`src/rtl/cpu_mem_pkg.sv`:
```
// Shared definitions for the CPU data-memory port arbiter.
package cpu_mem_pkg;

  localparam int unsigned DATA_W = 28;
  localparam int unsigned ADDR_W = 28;
  localparam int unsigned MEM_AW = 8;

  // Requester indices.
  localparam int unsigned P_FETCH = 0;
  localparam int unsigned P_LSU   = 1;

  // Access sequencing: accept -> drive memory -> report.
  typedef enum logic [1:0] {
    IDLE   = 2'd0,
    ACCESS = 2'd1,
    RESP   = 2'd2
  } state_e;

endpackage

```
`src/rtl/mem_port_arbiter_rr_arb2.sv`:
```
// Two-way round-robin picker: a lone requester always wins; on a tie the
// port that did not win last time is chosen.
module rr_arb2 (
  input  logic [1:0] req_i,
  input  logic       last_i,
  output logic [1:0] gnt_o
);

  // One-hot grant from the current requests and the previous winner.
  always_comb begin
    gnt_o = '0;
    if (req_i[0] && (!req_i[1] || last_i)) begin
      gnt_o[0] = 1'b1;
    end else if (req_i[1]) begin
      gnt_o[1] = 1'b1;
    end
  end

endmodule

```
`src/rtl/mem_port_arbiter.sv`:
```
// Arbitrates the single-port data memory between instruction fetch (port 0)
// and the load/store unit (port 1). One access in flight; a new request can
// be accepted in the response cycle of the previous one.
module mem_port_arbiter
  import cpu_mem_pkg::*;
#(
  parameter int unsigned DATA_W = cpu_mem_pkg::DATA_W,
  parameter int unsigned ADDR_W = cpu_mem_pkg::ADDR_W,
  parameter int unsigned MEM_AW = cpu_mem_pkg::MEM_AW
) (
  input  logic              clk,
  input  logic              rst,
  input  logic              p0_req,
  input  logic              p0_we,
  input  logic [ADDR_W-1:0] p0_addr,
  input  logic [DATA_W-1:0] p0_wdata,
  output logic              p0_gnt,
  output logic              p0_done,
  output logic              p0_err,
  input  logic              p1_req,
  input  logic              p1_we,
  input  logic [ADDR_W-1:0] p1_addr,
  input  logic [DATA_W-1:0] p1_wdata,
  output logic              p1_gnt,
  output logic              p1_done,
  output logic              p1_err,
  output logic [DATA_W-1:0] rdata,
  output logic              busy,
  output logic [ADDR_W-1:0] mem_addr,
  output logic [DATA_W-1:0] mem_in,
  output logic              mem_we,
  input  logic [DATA_W-1:0] mem_out
);

  state_e            state_q, state_d;
  logic              last_q;
  logic              port_q;
  logic              we_q;
  logic              oor_q;
  logic [ADDR_W-1:0] mem_addr_q;
  logic [DATA_W-1:0] mem_in_q;
  logic [DATA_W-1:0] rdata_q;
  logic [1:0]        done_q;
  logic [1:0]        err_q;

  logic [1:0]        req;
  logic [1:0]        arb_gnt;
  logic [1:0]        gnt;
  logic              accept;
  logic              winner;
  logic              sel_we;
  logic [ADDR_W-1:0] sel_addr;
  logic [DATA_W-1:0] sel_wdata;
  logic              sel_oor;

  assign req = {p1_req, p0_req};

  rr_arb2 u_arb (
    .req_i  (req),
    .last_i (last_q),
    .gnt_o  (arb_gnt)
  );

  // Next state, grant and memory write enable.
  always_comb begin
    state_d = state_q;
    gnt     = '0;
    accept  = 1'b0;
    winner  = 1'b0;
    mem_we  = 1'b0;
    case (state_q)
      IDLE, RESP: begin
        if (!rst && (arb_gnt != 2'b00)) begin
          gnt     = arb_gnt;
          accept  = 1'b1;
          winner  = arb_gnt[1];
          state_d = ACCESS;
        end else begin
          state_d = IDLE;
        end
      end
      ACCESS: begin
        // Out-of-range writes are suppressed so they never alias into memory.
        mem_we  = we_q && !oor_q;
        state_d = RESP;
      end
      default: state_d = IDLE;
    endcase
  end

  // Mux the winning requester's command.
  always_comb begin
    sel_we    = winner ? p1_we    : p0_we;
    sel_addr  = winner ? p1_addr  : p0_addr;
    sel_wdata = winner ? p1_wdata : p0_wdata;
    sel_oor   = |sel_addr[ADDR_W-1:MEM_AW];
  end

  // FSM state register.
  always_ff @(posedge clk) begin
    if (rst) begin
      state_q <= IDLE;
    end else begin
      state_q <= state_d;
    end
  end

  // Request latches, memory drive registers and the response registers.
  always_ff @(posedge clk) begin
    if (rst) begin
      last_q     <= 1'b1;
      port_q     <= 1'b0;
      we_q       <= 1'b0;
      oor_q      <= 1'b0;
      mem_addr_q <= '0;
      mem_in_q   <= '0;
      rdata_q    <= '0;
      done_q     <= '0;
      err_q      <= '0;
    end else begin
      done_q <= '0;
      err_q  <= '0;
      // Memory address/data are loaded on accept so they are valid for the
      // whole ACCESS cycle and simply hold afterwards.
      if (accept) begin
        last_q     <= winner;
        port_q     <= winner;
        we_q       <= sel_we;
        oor_q      <= sel_oor;
        mem_addr_q <= {{(ADDR_W-MEM_AW){1'b0}}, sel_addr[MEM_AW-1:0]};
        mem_in_q   <= sel_wdata;
      end
      if (state_q == ACCESS) begin
        done_q[port_q] <= 1'b1;
        err_q[port_q]  <= oor_q;
        if (!we_q) begin
          rdata_q <= oor_q ? '0 : mem_out;
        end
      end
    end
  end

  assign p0_gnt   = gnt[P_FETCH];
  assign p1_gnt   = gnt[P_LSU];
  assign p0_done  = done_q[P_FETCH];
  assign p1_done  = done_q[P_LSU];
  assign p0_err   = err_q[P_FETCH];
  assign p1_err   = err_q[P_LSU];
  assign rdata    = rdata_q;
  assign busy     = (state_q != IDLE);
  assign mem_addr = mem_addr_q;
  assign mem_in   = mem_in_q;

endmodule
```
`config.mk`:
```
export PLATFORM = sky130hd
export DESIGN_NAME = mem_port_arbiter
export DESIGN_NICKNAME = d
export VERILOG_FILES = /design/src/rtl/cpu_mem_pkg.sv /design/src/rtl/mem_port_arbiter_rr_arb2.sv /design/src/rtl/mem_port_arbiter.sv
export SDC_FILE = /design/constraint.sdc
export NUM_CORES = 1
export LEC_CHECK = 0
export BUFFER_PORTS_ARGS = -buffer_cell sky130_fd_sc_hd__buf_4
export CORE_MARGIN = 3
export CORE_UTILIZATION = 42
export CTS_BUF_LIST = sky130_fd_sc_hd__clkbuf_4
export CTS_CLUSTER_DIAMETER = 150
export DETAILED_ROUTE_END_ITERATION = 12
export GPL_ROUTABILITY_DRIVEN = 0
export MAX_ROUTING_LAYER = met4
export PLACE_DENSITY = 0.93
export SETUP_SLACK_MARGIN = 0.3
export SLEW_MARGIN = 20
export SYNTH_ARGS = -nofsm -noshare
export SYNTH_HDL_FRONTEND = slang
export SYNTH_SLANG_ARGS = --single-unit
```
`constraint.sdc`:
```
create_clock -name clk -period 1.82 [get_ports clk]
set_input_delay 0 -clock clk [delete_from_list [all_inputs] [get_ports clk]]
set_output_delay 0 -clock clk [all_outputs]
set_load 0.05 [all_outputs]
```
==> impl_metrics.sql <==
INSERT INTO impl_metrics (metric_group, metric, value, unit) VALUES
('detailed_routing', 'number_of_vias_per_cell', '5.39', ''),
('sta', 'clock_skew', '0.0174', 'ns'),
('cells_and_area', 'instances_no_fill', '821', ''),
('clocking', 'clock_buffers_created_by_tritoncts', '9', ''),
('synth', 'synth.yosys.warnings', '0', ''),
('detailed_routing', 'remaining_drc_errors', '0', ''),
('sta', 'fin_crit_sh', '79.9', '%'),
('power_and_ir_drop', 'static-leakage-power', '2.78', 'nW'),
('cells_and_area', 'layout.filler_cells', '387', ''),
('clocking', 'cts_htree_levels', '3', ''),
('cells_and_area', 'syn2layout_area_growth', '87.2', '%'),
('flow_run', 'drv_cap', '0', ''),
('placed_design', 'hpwlAfterDp', '8.09', 'mm'),
('placed_design', 'dpl_cell_area', '0.00490', 'mm2'),
('synth', 'post_synth.cell_area_avg', '8.25', 'um2'),
('sta', 'final-hold-violation-count', '0', ''),
('grt', 'grt_max_degree', '54', ''),
('setup_path', 'crit_path_end_kind', 'output pin', ''),
('floorplanning', 'io_pins', '238', ''),
('clocking', 'numClockSinks', '74', ''),
('sta', 'slew_headroom', '55.4', '%'),
('synth', 'distinct_cells_synth', '28', ''),
('synth', 'asyncSetResetFlopFracSynth', '0', '%'),
('grt', 'met2_usage', '57.4', '%'),
('grt', 'grt_first_pass_wirelength', '22.7', 'mm'),
('detailed_routing', 'detail_route.wl_per_cell', '18.7', 'um'),
('synth', 'synth_seq_area_share', '44.8', '%'),
('floorplanning', 'fp.dieW', '94.8', 'um'),
('grt', 'globalRouteMet3Util', '7.09', '%'),
('clocking', 'clk_path_buf_depth', '2', ''),
('setup_path', 'arrival', '1.45', 'ns'),
('clocking', 'clkLatencyLatePin', '0.40', 'ns'),
('sta', 'slew_violations', '0', ''),
('floorplanning', 'core-area', '0.00745', 'mm2'),
('synth', 'commonest_cells_post_synth', 'sky130_fd_sc_hd__nand2_1, sky130_fd_sc_hd__dfxtp_1, sky130_fd_sc_hd__nor2_1, sky130_fd_sc_hd__a21oi_1, sky130_fd_sc_hd__nand3b_1', ''),
('grt', 'grt_remaining_overflow', '0', ''),
('synth', 'ys_ff_latch', '74', ''),
('synth', 'synth.top_cell.area_share', '44.8', '%'),
('power_and_ir_drop', 'total_power', '4.51', 'mW'),
('setup_path', 'worst-setup-path-type', 'reg -> out', ''),
('clocking', 'cts.clk_slew.worst_paths', '0.12', 'ns'),
('cells_and_area', 'multiInputGateArea', '0.00157', 'mm2'),
('cells_and_area', 'sequential_cell_area', '0.00148', 'mm2'),
('status', 'outcome', 'finished, final reports clean', ''),
('setup_path', 'critical-path-top-delay-family', 'simple AND/OR/NAND/NOR gates', ''),
('setup_path', 'slowest_delay', '0.34', 'ns'),
('sta', 'unrepaired_setup_endpoints_after_global_routing', 'no', ''),
('synth', 'synth.top_cells.by_area', 'sky130_fd_sc_hd__dfxtp_1, sky130_fd_sc_hd__nand2_1, sky130_fd_sc_hd__a311oi_1', ''),
('synth', 'netlist.top_cell.by_area', 'sky130_fd_sc_hd__dfxtp_1', ''),
('sta', 'setup_total_negative_slack', '0', 'ns'),
('grt', 'first_global_vias', '4573', ''),
('setup_path', 'timing.critical_path.from_type', 'flip-flop', ''),
('synth', 'synth_cells', '401', ''),
('setup_path', 'worst_path_cell_chain', 'nand2b_1 -> nor3b_2 -> buf_4', ''),
('power_and_ir_drop', 'power.density_cell_area', '728', 'mW/mm2'),
('detailed_routing', 'dr.first_iter.drc_count', '228', ''),
('detailed_routing', 'count_of_vias_placed_by_the_detailed_router', '4428', ''),
('cells_and_area', 'nets', '858', ''),
('power_and_ir_drop', 'peak_ir_drop_on_the_vdd_network', '474', 'uV'),
('floorplanning', 'fp-row-count', '31', ''),
('floorplanning', 'floorplan.initialDensity', '44.4', '%'),
('sta', 'tightest_slew', '0.669', 'ns'),
('floorplanning', 'fp.dieArea', '0.00898', 'mm2'),
('cells_and_area', 'layout-drive-gt1-share', '36.7', '%'),
('synth', 'number_of_flops_mapped_to_enable_cells_by_yosys', '0', ''),
('grt', 'gr-max-usage-layer', 'met2', ''),
('grt', 'global_route_track_usage_on_met1', '35.0', '%'),
('grt', 'grtUsageTotal', '33.5', '%'),
('sta', 'achievable-frequency', '688', 'MHz'),
('sta', 'setup_viol_count_final', '0', ''),
('placed_design', 'portBuffers', '217', '');
==> worst reg2reg max path, cell delays in order, from the launching register on <==
cell and delay (ns):
sky130_fd_sc_hd__dfxtp_2 0.36, sky130_fd_sc_hd__nor2_4 0.15, sky130_fd_sc_hd__o21ai_2 0.10, sky130_fd_sc_hd__inv_2 0.12, sky130_fd_sc_hd__buf_8 0.22, sky130_fd_sc_hd__nor2_1 0.07
sky130_fd_sc_hd__a311oi_1 0.32
==> logic make-up (layout without fill, tap and decap cells) <==
family	count (synthesis)	in the layout	synth area share (%)
other	1	25	0.113
flip-flops	74	74	44.8
AND/OR/NAND/NOR	201	201	28.0
buffers and inverters	55	352	10.2
AO/OA/AOI/OAI	70	70	16.9
==> layer usage <==
layer | routed length, um | part of all wire, %
met4 | 892 | 5.8
met2 | 7850 | 51
met5 | 0 | 0
met1 | 5350 | 35
met3 | 1270 | 8.3
==> stage by stage <==
stage	util [%]	hold WS, ns	setup slack [ns]
6_report	83.2	0.0194	0.366
5_1_grt	83.1	0.0117	0.295
4_1_cts	82.2	0.00135	0.315
3_5_place_dp	65.8	0.281	0.368
3_3_place_gp	65.8	0.276	0.460
2_1_floorplan	-	0.159	0.468
==> cell usage in the layout, fill, tap and decap left out, drive strengths merged, types with 2 or more instances in the layout <==
cell type and n:
dfxtp 74, nor2 43, nand2 107, dlygate4sd3 105, nor3 3, clkinv 4
nand3b 29, nor4 10, conb 20, or2 2, o21ai 2, clkbuf 11
bufinv 2, diode 5, a311oi 37, nand3 3, a21oi 30, inv 3
buf 227
==> flip-flops by register name (all words and copies together), names as in the netlist, 2 cells and up <==
name,count
err_q,2
mem_addr,8
mem_in,28
state_q,2
done_q,2
rdata,28
==> where the power goes <==
part	switching [mW]	internal, mW	total, mW
registers	0.0812	1.73	1.81
logic	0.909	0.654	1.56
clock network	0.570	0.565	1.13
==> layout make-up <==
class / count / area share (%)
Clock inverter: 6 / 1.31
Clock buffer: 10 / 1.21
Inverter: 3 / 0.182
Timing Repair Buffer: 333 / 45.8
Sequential cell: 74 / 23.9
Multi-Input combinational cell: 291 / 25.4
Antenna cell: 5 / 0.202
Tap cell: 99 / 2.00
==> path summary, 6_finish.rpt <==
| kind | startpoint | end | slack (ns) | depth (start not counted) |
|---|---|---|---|---|
| max | state_q[1]$_SDFF_PP0_ | mem_we | 0.37 | 3 |
| min | p1_addr[15] | oor_q$_SDFFE_PP0P_ | 0.02 | 5 |
| max reg2reg | state_q[0]$_SDFF_PP0_ | mem_addr[1]$_SDFFE_PP0P_ | 0.38 | 6 |
| min reg2reg | rdata[24]$_SDFFE_PP0P_ | rdata[24]$_SDFFE_PP0P_ | 0.46 | 2 |
==> timing repair <==
item | 4_1_cts | 5_1_grt
cloned | 0 | 1
endpoints found under the setup margin | 1 | 44
setup buffers | 0 | 1
hold endpoints to repair | 69 | 0
hold buffers | 105 | 0
resized for setup | 2 | 9
Note: power is estimated with default switching activity, not from simulation.
